<file path="config.mk">
export PLATFORM = sky130hd
export DESIGN_NAME = pipe_stall_flush_ctrl
export DESIGN_NICKNAME = d
export VERILOG_FILES = /design/src/rtl/pipe_stall_flush_ctrl.sv
export SDC_FILE = /design/constraint.sdc
export NUM_CORES = 1
export LEC_CHECK = 0
export CAP_MARGIN = 10
export CELL_PAD_IN_SITES_DETAIL_PLACEMENT = 1
export CELL_PAD_IN_SITES_GLOBAL_PLACEMENT = 1
export CORE_MARGIN = 5
export CORE_UTILIZATION = 39
export CTS_CLUSTER_SIZE = 28
export DETAILED_ROUTE_END_ITERATION = 8
export PLACE_DENSITY_LB_ADDON = 0.1
export SYNTH_ARGS = -nofsm -noshare
export SYNTH_HDL_FRONTEND = slang
export SYNTH_SLANG_ARGS = --single-unit
</file>
<file path="constraint.sdc">
create_clock -name clk -period 3.1 [get_ports clk]
set_input_delay 0.465 -clock clk [delete_from_list [all_inputs] [get_ports clk]]
set_output_delay 0.465 -clock clk [all_outputs]
set_load 0.01 [all_outputs]
</file>
<file path="src/rtl/pipe_stall_flush_ctrl.sv">
// Pipeline stall/flush controller: turns the 5-bit halt vector and taken_branch into
// per-stage load enables, NOP bubbles, branch flushes and stretched stalls.
module pipe_stall_flush_ctrl #(
    parameter int STALL_CYCLES = 1,
    parameter int CNT_W        = 16
) (
    input  logic             clk,
    input  logic             rst,
    input  logic [4:0]       halt,
    input  logic             taken_branch,
    output logic [4:0]       stage_en,
    output logic [4:0]       bubble,
    output logic             flush_id,
    output logic             flush_ex,
    output logic             pc_redirect,
    output logic             busy,
    output logic             halt_err,
    output logic [CNT_W-1:0] stall_cnt,
    output logic [CNT_W-1:0] flush_cnt
);

    localparam int RW = (STALL_CYCLES > 1) ? $clog2(STALL_CYCLES) : 1;
    localparam logic [RW-1:0]    RELOAD  = RW'(STALL_CYCLES - 1);
    localparam logic [CNT_W-1:0] CNT_MAX = '1;

    typedef enum logic {S_RUN, S_STALL} state_t;

    state_t           r_state, w_state_nxt;
    logic [4:0]       r_latched, w_latched_nxt;
    logic [RW-1:0]    r_remain, w_remain_nxt;
    logic             r_pending, w_pending_nxt;
    logic             r_halt_err;
    logic [CNT_W-1:0] r_stall_cnt, r_flush_cnt;

    logic [4:0]       w_eff;
    logic [4:0]       w_mask;
    logic             w_apply;
    logic             w_stalled;

    // A halted stage also halts everything upstream (higher bit index).
    always_comb begin
        w_eff[0] = halt[0];
        for (int i = 1; i < 5; i++) begin
            w_eff[i] = w_eff[i-1] | halt[i];
        end
    end

    assign w_mask  = w_eff | ((r_state == S_STALL) ? r_latched : 5'b00000);
    assign w_apply = ~w_mask[2] & (taken_branch | r_pending);

    always_comb begin
        stage_en    = 5'b00000;
        bubble      = 5'b00000;
        flush_id    = 1'b0;
        flush_ex    = 1'b0;
        pc_redirect = 1'b0;
        if (rst) begin
            if (w_apply) begin
                stage_en    = 5'b11111;
                flush_id    = 1'b1;
                flush_ex    = 1'b1;
                pc_redirect = 1'b1;
            end else begin
                stage_en = ~w_mask;
                bubble   = {1'b0, w_mask[4:1] & ~w_mask[3:0]};
            end
        end
    end

    assign w_stalled   = (stage_en != 5'b11111);
    assign busy        = (r_state == S_STALL);
    assign halt_err    = r_halt_err;
    assign stall_cnt   = r_stall_cnt;
    assign flush_cnt   = r_flush_cnt;

    always_comb begin
        w_state_nxt   = r_state;
        w_latched_nxt = r_latched;
        w_remain_nxt  = r_remain;
        w_pending_nxt = r_pending;

        if (w_apply) begin
            w_pending_nxt = 1'b0;
        end else if (w_mask[2] & taken_branch) begin
            w_pending_nxt = 1'b1;
        end

        case (r_state)
            S_RUN: begin
                if (!w_apply && (w_eff != 5'b00000) && (STALL_CYCLES > 1)) begin
                    w_state_nxt   = S_STALL;
                    w_latched_nxt = w_eff;
                    w_remain_nxt  = RELOAD;
                end
            end
            S_STALL: begin
                if (w_apply) begin
                    w_state_nxt   = S_RUN;
                    w_latched_nxt = 5'b00000;
                    w_remain_nxt  = '0;
                end else begin
                    w_latched_nxt = r_latched | w_eff;
                    // Last stretched cycle: leave only if no new halt is being requested.
                    if (r_remain <= RW'(1)) begin
                        if (w_eff == 5'b00000) begin
                            w_state_nxt   = S_RUN;
                            w_latched_nxt = 5'b00000;
                            w_remain_nxt  = '0;
                        end else begin
                            w_remain_nxt = RELOAD;
                        end
                    end else begin
                        w_remain_nxt = r_remain - RW'(1);
                    end
                end
            end
            default: begin
                w_state_nxt   = S_RUN;
                w_latched_nxt = 5'b00000;
                w_remain_nxt  = '0;
            end
        endcase
    end

    always_ff @(posedge clk or negedge rst) begin
        if (!rst) begin
            r_state     <= S_RUN;
            r_latched   <= 5'b00000;
            r_remain    <= '0;
            r_pending   <= 1'b0;
            r_halt_err  <= 1'b0;
            r_stall_cnt <= '0;
            r_flush_cnt <= '0;
        end else begin
            r_state    <= w_state_nxt;
            r_latched  <= w_latched_nxt;
            r_remain   <= w_remain_nxt;
            r_pending  <= w_pending_nxt;
            r_halt_err <= r_halt_err | (halt != w_eff);
            if (w_stalled && (r_stall_cnt != CNT_MAX)) begin
                r_stall_cnt <= r_stall_cnt + 1'b1;
            end
            if (w_apply && (r_flush_cnt != CNT_MAX)) begin
                r_flush_cnt <= r_flush_cnt + 1'b1;
            end
        end
    end

endmodule

</file>
==> results of run 1 <==
## cell type report
cell class	count	share of cell area (%)
clock inverters	1	0.264
multi-input cells	164	36.2
clock buffers	7	3.04
inverters	8	1.06
flip-flops and latches	40	35.2
repair buffers	63	21.1
well taps	70	3.08
## placed cells by master (no fill, tap or decap), types with 2 or more instances in the layout
cell | Yosys | layout
nand3_1 | 15 | 15
and3_1 | 6 | 6
or2_2 | 3 | 3
a211oi_1 | 3 | 3
clkbuf_8 | 0 | 6
dfrtp_1 | 40 | 40
nand4_1 | 5 | 5
nor2_1 | 21 | 21
ha_1 | 2 | 2
a31oi_1 | 2 | 2
xor2_1 | 12 | 12
buf_4 | 3 | 10
nor3b_1 | 3 | 3
clkdlybuf4s50_1 | 0 | 52
nor4_1 | 4 | 4
or3_1 | 2 | 2
inv_1 | 8 | 8
xnor2_1 | 12 | 12
nor3_1 | 11 | 11
mux2_2 | 2 | 2
o21ai_0 | 4 | 4
o21a_1 | 4 | 4
nand2_1 | 21 | 21
a21oi_1 | 13 | 13
## sequential cells by signal, summed over array words and instances (netlist names)
| signal | flops |
|---|---|
| flush_cnt | 16 |
| stall_cnt | 16 |
| r_latched | 5 |
| busy | 1 |
| halt_err | 1 |
| r_pending | 1 |
## stage by stage
step	cell area (µm²)	hold slack, ns	std cells	utilization [%]	worst slack, ns
finish	2840	0.0585	353	54.9	0.176
global route	2840	0.0738	353	54.9	0.0473
CTS	2840	0.0554	353	54.9	0.157
detailed placement	2750	0.381	345	53.1	0.165
global placement	2750	0.386	345	53.1	0.171
floorplan	2090	0.169	218	-	0.919
## cells by family after synthesis
kind of cell / Yosys count / synth area share [%]
multiplexers: 3 / 1.61
AO/OA/AOI/OAI: 37 / 12.0
buffers and inverters: 14 / 3.11
other: 1 / 0.179
adder cells (fa/ha/maj): 2 / 1.20
XOR/XNOR: 24 / 10.0
flip-flops: 40 / 47.8
AND/OR/NAND/NOR: 97 / 24.1
## worst max path at each step
stage	endpoint	start	depth (start not counted)	slack (ns)
2_1_floorplan	flush_id	halt[0]	5	0.92
3_3_place_gp	stage_en[3]	halt[1]	6	0.17
5_1_grt	stage_en[3]	halt[1]	6	0.05
6_report	bubble[3]	halt[1]	5	0.18
4_1_cts	stage_en[1]	halt[1]	6	0.16
3_5_place_dp	stage_en[1]	halt[1]	6	0.17
## power by group through the flow
stage	logic [mW]	registers, mW	clock network, mW
after global routing	0.485	0.736	0.402
after detailed placement	0.446	0.725	0
after CTS	0.451	0.717	0.381
after floorplan	0.173	0.740	0
final	0.441	0.715	0.365
after global placement	0.438	0.726	0
## cells in the mapped netlist (3+ instances only)
cell / n
a211oi_1: 3
a21oi_1: 13
and3_1: 6
buf_4: 3
dfrtp_1: 40
inv_1: 8
nand2_1: 21
nand3_1: 15
nand4_1: 5
nor2_1: 21
nor3_1: 11
nor3b_1: 3
nor4_1: 4
o21a_1: 4
o21ai_0: 4
or2_2: 3
xnor2_1: 12
xor2_1: 12
## per-layer routing
| layer | share of wire (%) | vias to the layer above | global-route usage [%] |
|---|---|---|---|
| met5 | 0 | - | 0 |
| met4 | 1.2 | 0 | 4.90 |
| li1 | - | 900 | - |
| met2 | 46 | 38 | 25.7 |
| met3 | 3.7 | 6 | 3.66 |
| met1 | 49 | 915 | 22.9 |
==> tab_implementation.tex, run 1 <==
\begin{tabular}{lr}
\hline
Metric & Value \\
\hline
\multicolumn{2}{l}{\textbf{Routing}} \\
Via Count & 1859 \\
Number of remaining DRC errors & 0 \\
Total detailed-routing wirelength & 5370 µm \\
DRT iter0 DRCs & 71 \\
WL/cell & 15.2 µm \\
Post-DR vias/cell & around 5.3 \\
First-pass iteration count of the detailed router & 4 \\
Routed Antenna Nets & 0 \\
\multicolumn{2}{l}{\textbf{Pwr}} \\
Reported net switching power & $\sim$0.49 mW \\
Clock network fraction of design power & about a quarter \\
Power share of the sequential group & between 40 and 50\% \\
Switching share of power & between 30\% and 40\% \\
Worst vdd ir & around 0.00036 V \\
Internal & 1.03 mW \\
Leak pwr & around 1.2 nW \\
Gate power share & 29.0\% \\
Total power of the final layout & approximately 1.5 mW \\
Power per cell area & between 500 and 600 nW/µm² \\
\multicolumn{2}{l}{\textbf{Clock network}} \\
Root buffer cell & clkbuf\_8 \\
Sink Count & 40 \\
Post-CTS Setup Bufs & 0 \\
Clk buf depth & 2 \\
Post-CTS resize count & 0 \\
Clock tree from TritonCTS & built \\
Worst-skew pair later-pin latency & 0.30 ns \\
Cts-stage hold buffer count & 0 \\
Clock slew seen by the registers of the worst setup and hold paths & roughly 0.080 ns \\
Number of buffers created by CTS & 5 \\
Maximum level of the CTS H-tree & 2 \\
\multicolumn{2}{l}{\textbf{Setup path}} \\
Element type at the critical path end & output port \\
Data arrival time of the critical path & around 2.5 ns \\
Kind of critical path & input port to output port \\
Critical register-to-register path startpoint & stall\_cnt[0] \\
Cells traversed along the worst timing path & clkdlybuf4s50\_1 -> or3\_1 -> a211oi\_1 -> nor3b\_1 -> clkdlybuf4s50\_1 \\
Delay of the slowest cell on the worst path & 0.57 ns \\
Capture instance of the worst register-to-register path & stall\_cnt[11] \\
Number of buffer and inverter instances along the worst setup path & 2 \\
Max stage delay cell, worst path & clkdlybuf4s50\_1 \\
Critical path required time & $\sim$2.6 ns \\
Critical Path Most Common Cell & clkdlybuf4s50\_1 \\
Worst setup slack for register-to-register paths & 0.80 ns \\
Cell count of the worst reg-to-reg path & 6 \\
Critical path startpoint category & input port \\
Largest delay share family, worst path & buffers and inverters \\
Biggest fanout along the worst timing path & 8 \\
\multicolumn{2}{l}{\textbf{Global route}} \\
Pin count of the biggest net entering global routing & 21 \\
Congestion Overflow GR & 0 \\
Vias in the first global route & approximately 1900 \\
Global-route usage over all layers & between 10\% and 20\% \\
Antenna violations before repair & 0 \\
Wire length of the first global-routing pass & 9430 µm \\
\multicolumn{2}{l}{\textbf{Floorplanning}} \\
Cell row count & 26 \\
I/O pin count & between 50 and 60 \\
Total die area & around 6900 µm² \\
Vertical extent of the die & 83.3 µm \\
Initial Util & 40.5\% \\
Core area & between 5000 and 6000 µm² \\
Die span in x & 83.3 µm \\
\multicolumn{2}{l}{\textbf{STA}} \\
Setup repair after global routing missed its margin & no \\
Actual slew at the worst max-slew pin & 0.685 ns \\
F\_max & 342 MHz \\
Worst relative slew slack & between 50 and 60\% \\
Worst-case clock skew & approximately 0.010 ns \\
Total of endpoints with negative setup slack in the final report & 0 \\
Max-slew violation total from the final report & 0 \\
Crit share post-route & a little over nine tenths \\
Total negative slack & 0 ns \\
Min cycle time layout & roughly 3 ns \\
Number of hold violations in the final report & 0 \\
\multicolumn{2}{l}{\textbf{Yosys}} \\
Synthesis warning total & 0 \\
Count of distinct cell types in the synthesized netlist & 43 \\
Yosys top cell area share & 47.8\% \\
Total nets after synthesis & $\sim$230 \\
Leading register cell type out of synthesis & dfrtp\_1 \\
Netlist area before placement & 2090 µm² \\
Number of enable-type register cells in the synthesized netlist & 0 \\
Share of the yosys chip area belonging to registers & a little under half \\
Share of async-settable or async-resettable flops after synthesis & 100\% \\
Cell taking the most area after synthesis & dfrtp\_1 \\
Biggest area contributors in the synthesized netlist & dfrtp\_1, xnor2\_1, xor2\_1 \\
Post-synthesis instance total & approximately 220 \\
Synth Register Bits & 40 \\
Mean area per synthesized cell & about 9.6 µm² \\
\multicolumn{2}{l}{\textbf{Job}} \\
Max-capacitance violation count & 0 \\
\multicolumn{2}{l}{\textbf{Cells and area}} \\
Area used by sequential logic in the layout & roughly 1000 µm² \\
Fill count & about 610 \\
Diodes inserted & 0 \\
Final-stage net count & around 290 \\
Area taken by multi-input logic gates & about 1000 µm² \\
Growth of design area from synthesis to finish & 35.7\% \\
Share of final-layout standard cells stronger than drive strength 1 & about 10\% \\
\multicolumn{2}{l}{\textbf{Placement}} \\
Gp weighted congestion & approximately 0.8 \\
Half-perimeter wire length of the detailed placement result & slightly above 4000 µm \\
\# port buffers & 53 \\
\multicolumn{2}{l}{\textbf{Hold path}} \\
Class of the most critical hold timing path & input port to asynchronous set/reset pin \\
\multicolumn{2}{l}{\textbf{Outcome}} \\
Run status & completed \\
\hline
\end{tabular}
Note: power is estimated with default switching activity, not from simulation.
==> run 2, diff against run 1 <==
--- a/config.mk
+++ b/config.mk
@@ -8,10 +8,11 @@
 export CAP_MARGIN = 10
 export CELL_PAD_IN_SITES_DETAIL_PLACEMENT = 1
 export CELL_PAD_IN_SITES_GLOBAL_PLACEMENT = 1
-export CORE_MARGIN = 5
+export CORE_MARGIN = 3
 export CORE_UTILIZATION = 39
 export CTS_CLUSTER_SIZE = 28
 export DETAILED_ROUTE_END_ITERATION = 8
+export MAX_ROUTING_LAYER = met4
 export PLACE_DENSITY_LB_ADDON = 0.1
 export SYNTH_ARGS = -nofsm -noshare
 export SYNTH_HDL_FRONTEND = slang
==> run 2 against run 1 <==
Against the previous run:
- maximum frequency down 0.46%
- combinational power about the same
- register-to-register slack about the same
- utilization up 0.37 points
- non-clock buffer count down 1
- critical endpoint is now stage_en[3]
- critical path type unchanged
- wire length down 0.76%
==> tab_implementation.tex, run 2 (synthesis results as in run 1) <==
\begin{tabular}{lr}
\hline
Metric & Value \\
\hline
\multicolumn{2}{l}{\textbf{Global route}} \\
Pin count of the biggest net entering global routing & 30 \\
Vias in the first global route & approximately 1900 \\
Wire length of the first global-routing pass & 9090 µm \\
Global-route usage over all layers & between 10\% and 20\% \\
Antenna violations before repair & 0 \\
Congestion Overflow GR & 0 \\
\multicolumn{2}{l}{\textbf{Routing}} \\
Post-DR vias/cell & roughly 5.3 \\
Total detailed-routing wirelength & $\sim$5300 µm \\
Routed Antenna Nets & 0 \\
DRT iter0 DRCs & 55 \\
Number of remaining DRC errors & 0 \\
First-pass iteration count of the detailed router & 4 \\
WL/cell & 15.1 µm \\
Via Count & about 1900 \\
\multicolumn{2}{l}{\textbf{Floorplanning}} \\
Initial Util & between 40\% and 50\% \\
Cell row count & 26 \\
Total die area & roughly 6300 µm² \\
Core area & approximately 5100 µm² \\
Die span in x & approximately 79 µm \\
I/O pin count & 55 \\
Vertical extent of the die & slightly below 80 µm \\
\multicolumn{2}{l}{\textbf{Cells and area}} \\
Diodes inserted & 0 \\
Area taken by multi-input logic gates & about 1000 µm² \\
Share of final-layout standard cells stronger than drive strength 1 & about a tenth \\
Most common library cell in the layout ignoring fill and taps & clkdlybuf4s50\_1 \\
Growth of design area from synthesis to finish & 35.7\% \\
Area used by sequential logic in the layout & 1000 µm² \\
Most frequent cells in the layout & clkdlybuf4s50\_1, dfrtp\_1, nor2\_1, nand2\_1, nand3\_1 \\
Final-stage net count & 291 \\
Fill count & between 600 and 700 \\
\multicolumn{2}{l}{\textbf{Setup path}} \\
Kind of critical path & input port to output port \\
Biggest fanout along the worst timing path & 8 \\
Critical path required time & 2.63 ns \\
Element type at the critical path end & output port \\
Critical path startpoint category & input port \\
Data arrival time of the critical path & around 2.5 ns \\
\multicolumn{2}{l}{\textbf{Placement}} \\
\# port buffers & between 50 and 60 \\
Gp weighted congestion & around 0.8 \\
Half-perimeter wire length of the detailed placement result & just over 4000 µm \\
\multicolumn{2}{l}{\textbf{Job}} \\
Max-capacitance violation count & 0 \\
\multicolumn{2}{l}{\textbf{STA}} \\
Min Hold Slack & 0.172 ns \\
Worst relative slew slack & a little under three fifths \\
Crit share post-route & between 90\% and 100\% \\
Max-slew violation total from the final report & 0 \\
Min cycle time layout & 2.94 ns \\
Total of endpoints with negative setup slack in the final report & 0 \\
Total negative slack & 0 ns \\
Worst-case clock skew & between 0.007 and 0.008 ns \\
Setup repair after global routing missed its margin & no \\
F\_max & roughly 340 MHz \\
Actual slew at the worst max-slew pin & $\sim$0.67 ns \\
Number of hold violations in the final report & 0 \\
\multicolumn{2}{l}{\textbf{Clock network}} \\
Maximum level of the CTS H-tree & 2 \\
Clock tree from TritonCTS & built \\
Post-CTS Setup Bufs & 0 \\
Cts-stage hold buffer count & 0 \\
Root buffer cell & clkbuf\_8 \\
Worst-skew pair later-pin latency & 0.29 ns \\
Number of buffers created by CTS & 5 \\
Clock slew seen by the registers of the worst setup and hold paths & roughly 0.070 ns \\
Sink Count & 40 \\
Clk buf depth & 2 \\
\multicolumn{2}{l}{\textbf{Pwr}} \\
Worst vdd ir & $\sim$0.00034 V \\
Power per cell area & 537 nW/µm² \\
Leak pwr & around 1.2 nW \\
\multicolumn{2}{l}{\textbf{Outcome}} \\
Run status & completed \\
\multicolumn{2}{l}{\textbf{Hold path}} \\
Class of the most critical hold timing path & input port to asynchronous set/reset pin \\
\hline
\end{tabular}
-- run 2: cell types whose count changed in the layout (fill, tap and decap cells not counted) --
| cell | before | now |
|---|---|---|
| clkinvlp_4 | 1 | 2 |
| a211oi_2 | 0 | 1 |
| a211oi_1 | 3 | 2 |
| buf_4 | 10 | 9 |
| clkbuf_1 | 1 | 0 |
-- run 2: power by group --
part	internal (mW)	switching [mW]
registers	0.604	0.113
logic	0.246	0.198
clock network	0.180	0.187
total	1.03	0.497
-- run 2: worst paths after layout --
path,startpoint,to,slack [ns],cells after the start
max,halt[1],stage_en[3],0.16,6
min,rst,r_latched[1],0.17,2
max reg2reg,stall_cnt[0],stall_cnt[11],0.80,6
min reg2reg,halt_err,halt_err,0.48,1
max in group asynchronous,rst,r_latched[3],2.58,2
min in group clk,halt_err,halt_err,0.48,1
-- run 2: worst max-delay path, cell delays in order --
cell             delay (ns)
clkdlybuf4s50_1        0.54
a2111o_1               0.49
nor2_1                 0.16
buf_4                  0.16
o21a_1                 0.12
clkdlybuf4s50_1        0.53
-- run 2: area by class of cell --
cell class / instances / share of cell area, %
Multi-Input combinational cell: 164 / 36.3
Sequential cell: 40 / 35.2
Timing Repair Buffer: 62 / 20.9
Tap cell: 70 / 3.08
Clock buffer: 6 / 2.91
Inverter: 8 / 1.06
Clock inverter: 2 / 0.528
-- run 2: timing repair --
action | 4_1_cts | 5_1_grt
hold endpoints to repair | 0 | 0
resized for setup | 0 | 1
endpoints found under the setup margin | 0 | 2
-- run 2: through the flow --
| step | util, % | cells | worst slack [ns] | total power [mW] | instance area (µm²) |
|---|---|---|---|---|---|
| global route | 55.3 | 352 | 0.0389 | 1.63 | 2840 |
| floorplan | - | 218 | 0.919 | 0.913 | 2090 |
| global placement | 53.3 | 344 | 0.180 | 1.16 | 2740 |
| detailed placement | 53.3 | 344 | 0.146 | 1.17 | 2740 |
| finish | 55.3 | 352 | 0.163 | 1.53 | 2840 |
| CTS | 55.2 | 352 | 0.130 | 1.55 | 2840 |
-- run 2: layer usage --
metal,track usage [%],wire (µm),vias up
met5,-,0,-
met4,5.33,49,0
met3,3.97,238,4
met2,27.8,2420,50
met1,25.9,2620,900
li1,-,-,900
==> run 3, diff against run 2 <==
--- a/config.mk
+++ b/config.mk
@@ -5,7 +5,6 @@
 export SDC_FILE = /design/constraint.sdc
 export NUM_CORES = 1
 export LEC_CHECK = 0
-export CAP_MARGIN = 10
 export CELL_PAD_IN_SITES_DETAIL_PLACEMENT = 1
 export CELL_PAD_IN_SITES_GLOBAL_PLACEMENT = 1
 export CORE_MARGIN = 3
==> results of run 3 <==
Final layout, timing and power as in run 2 (identical DEF).
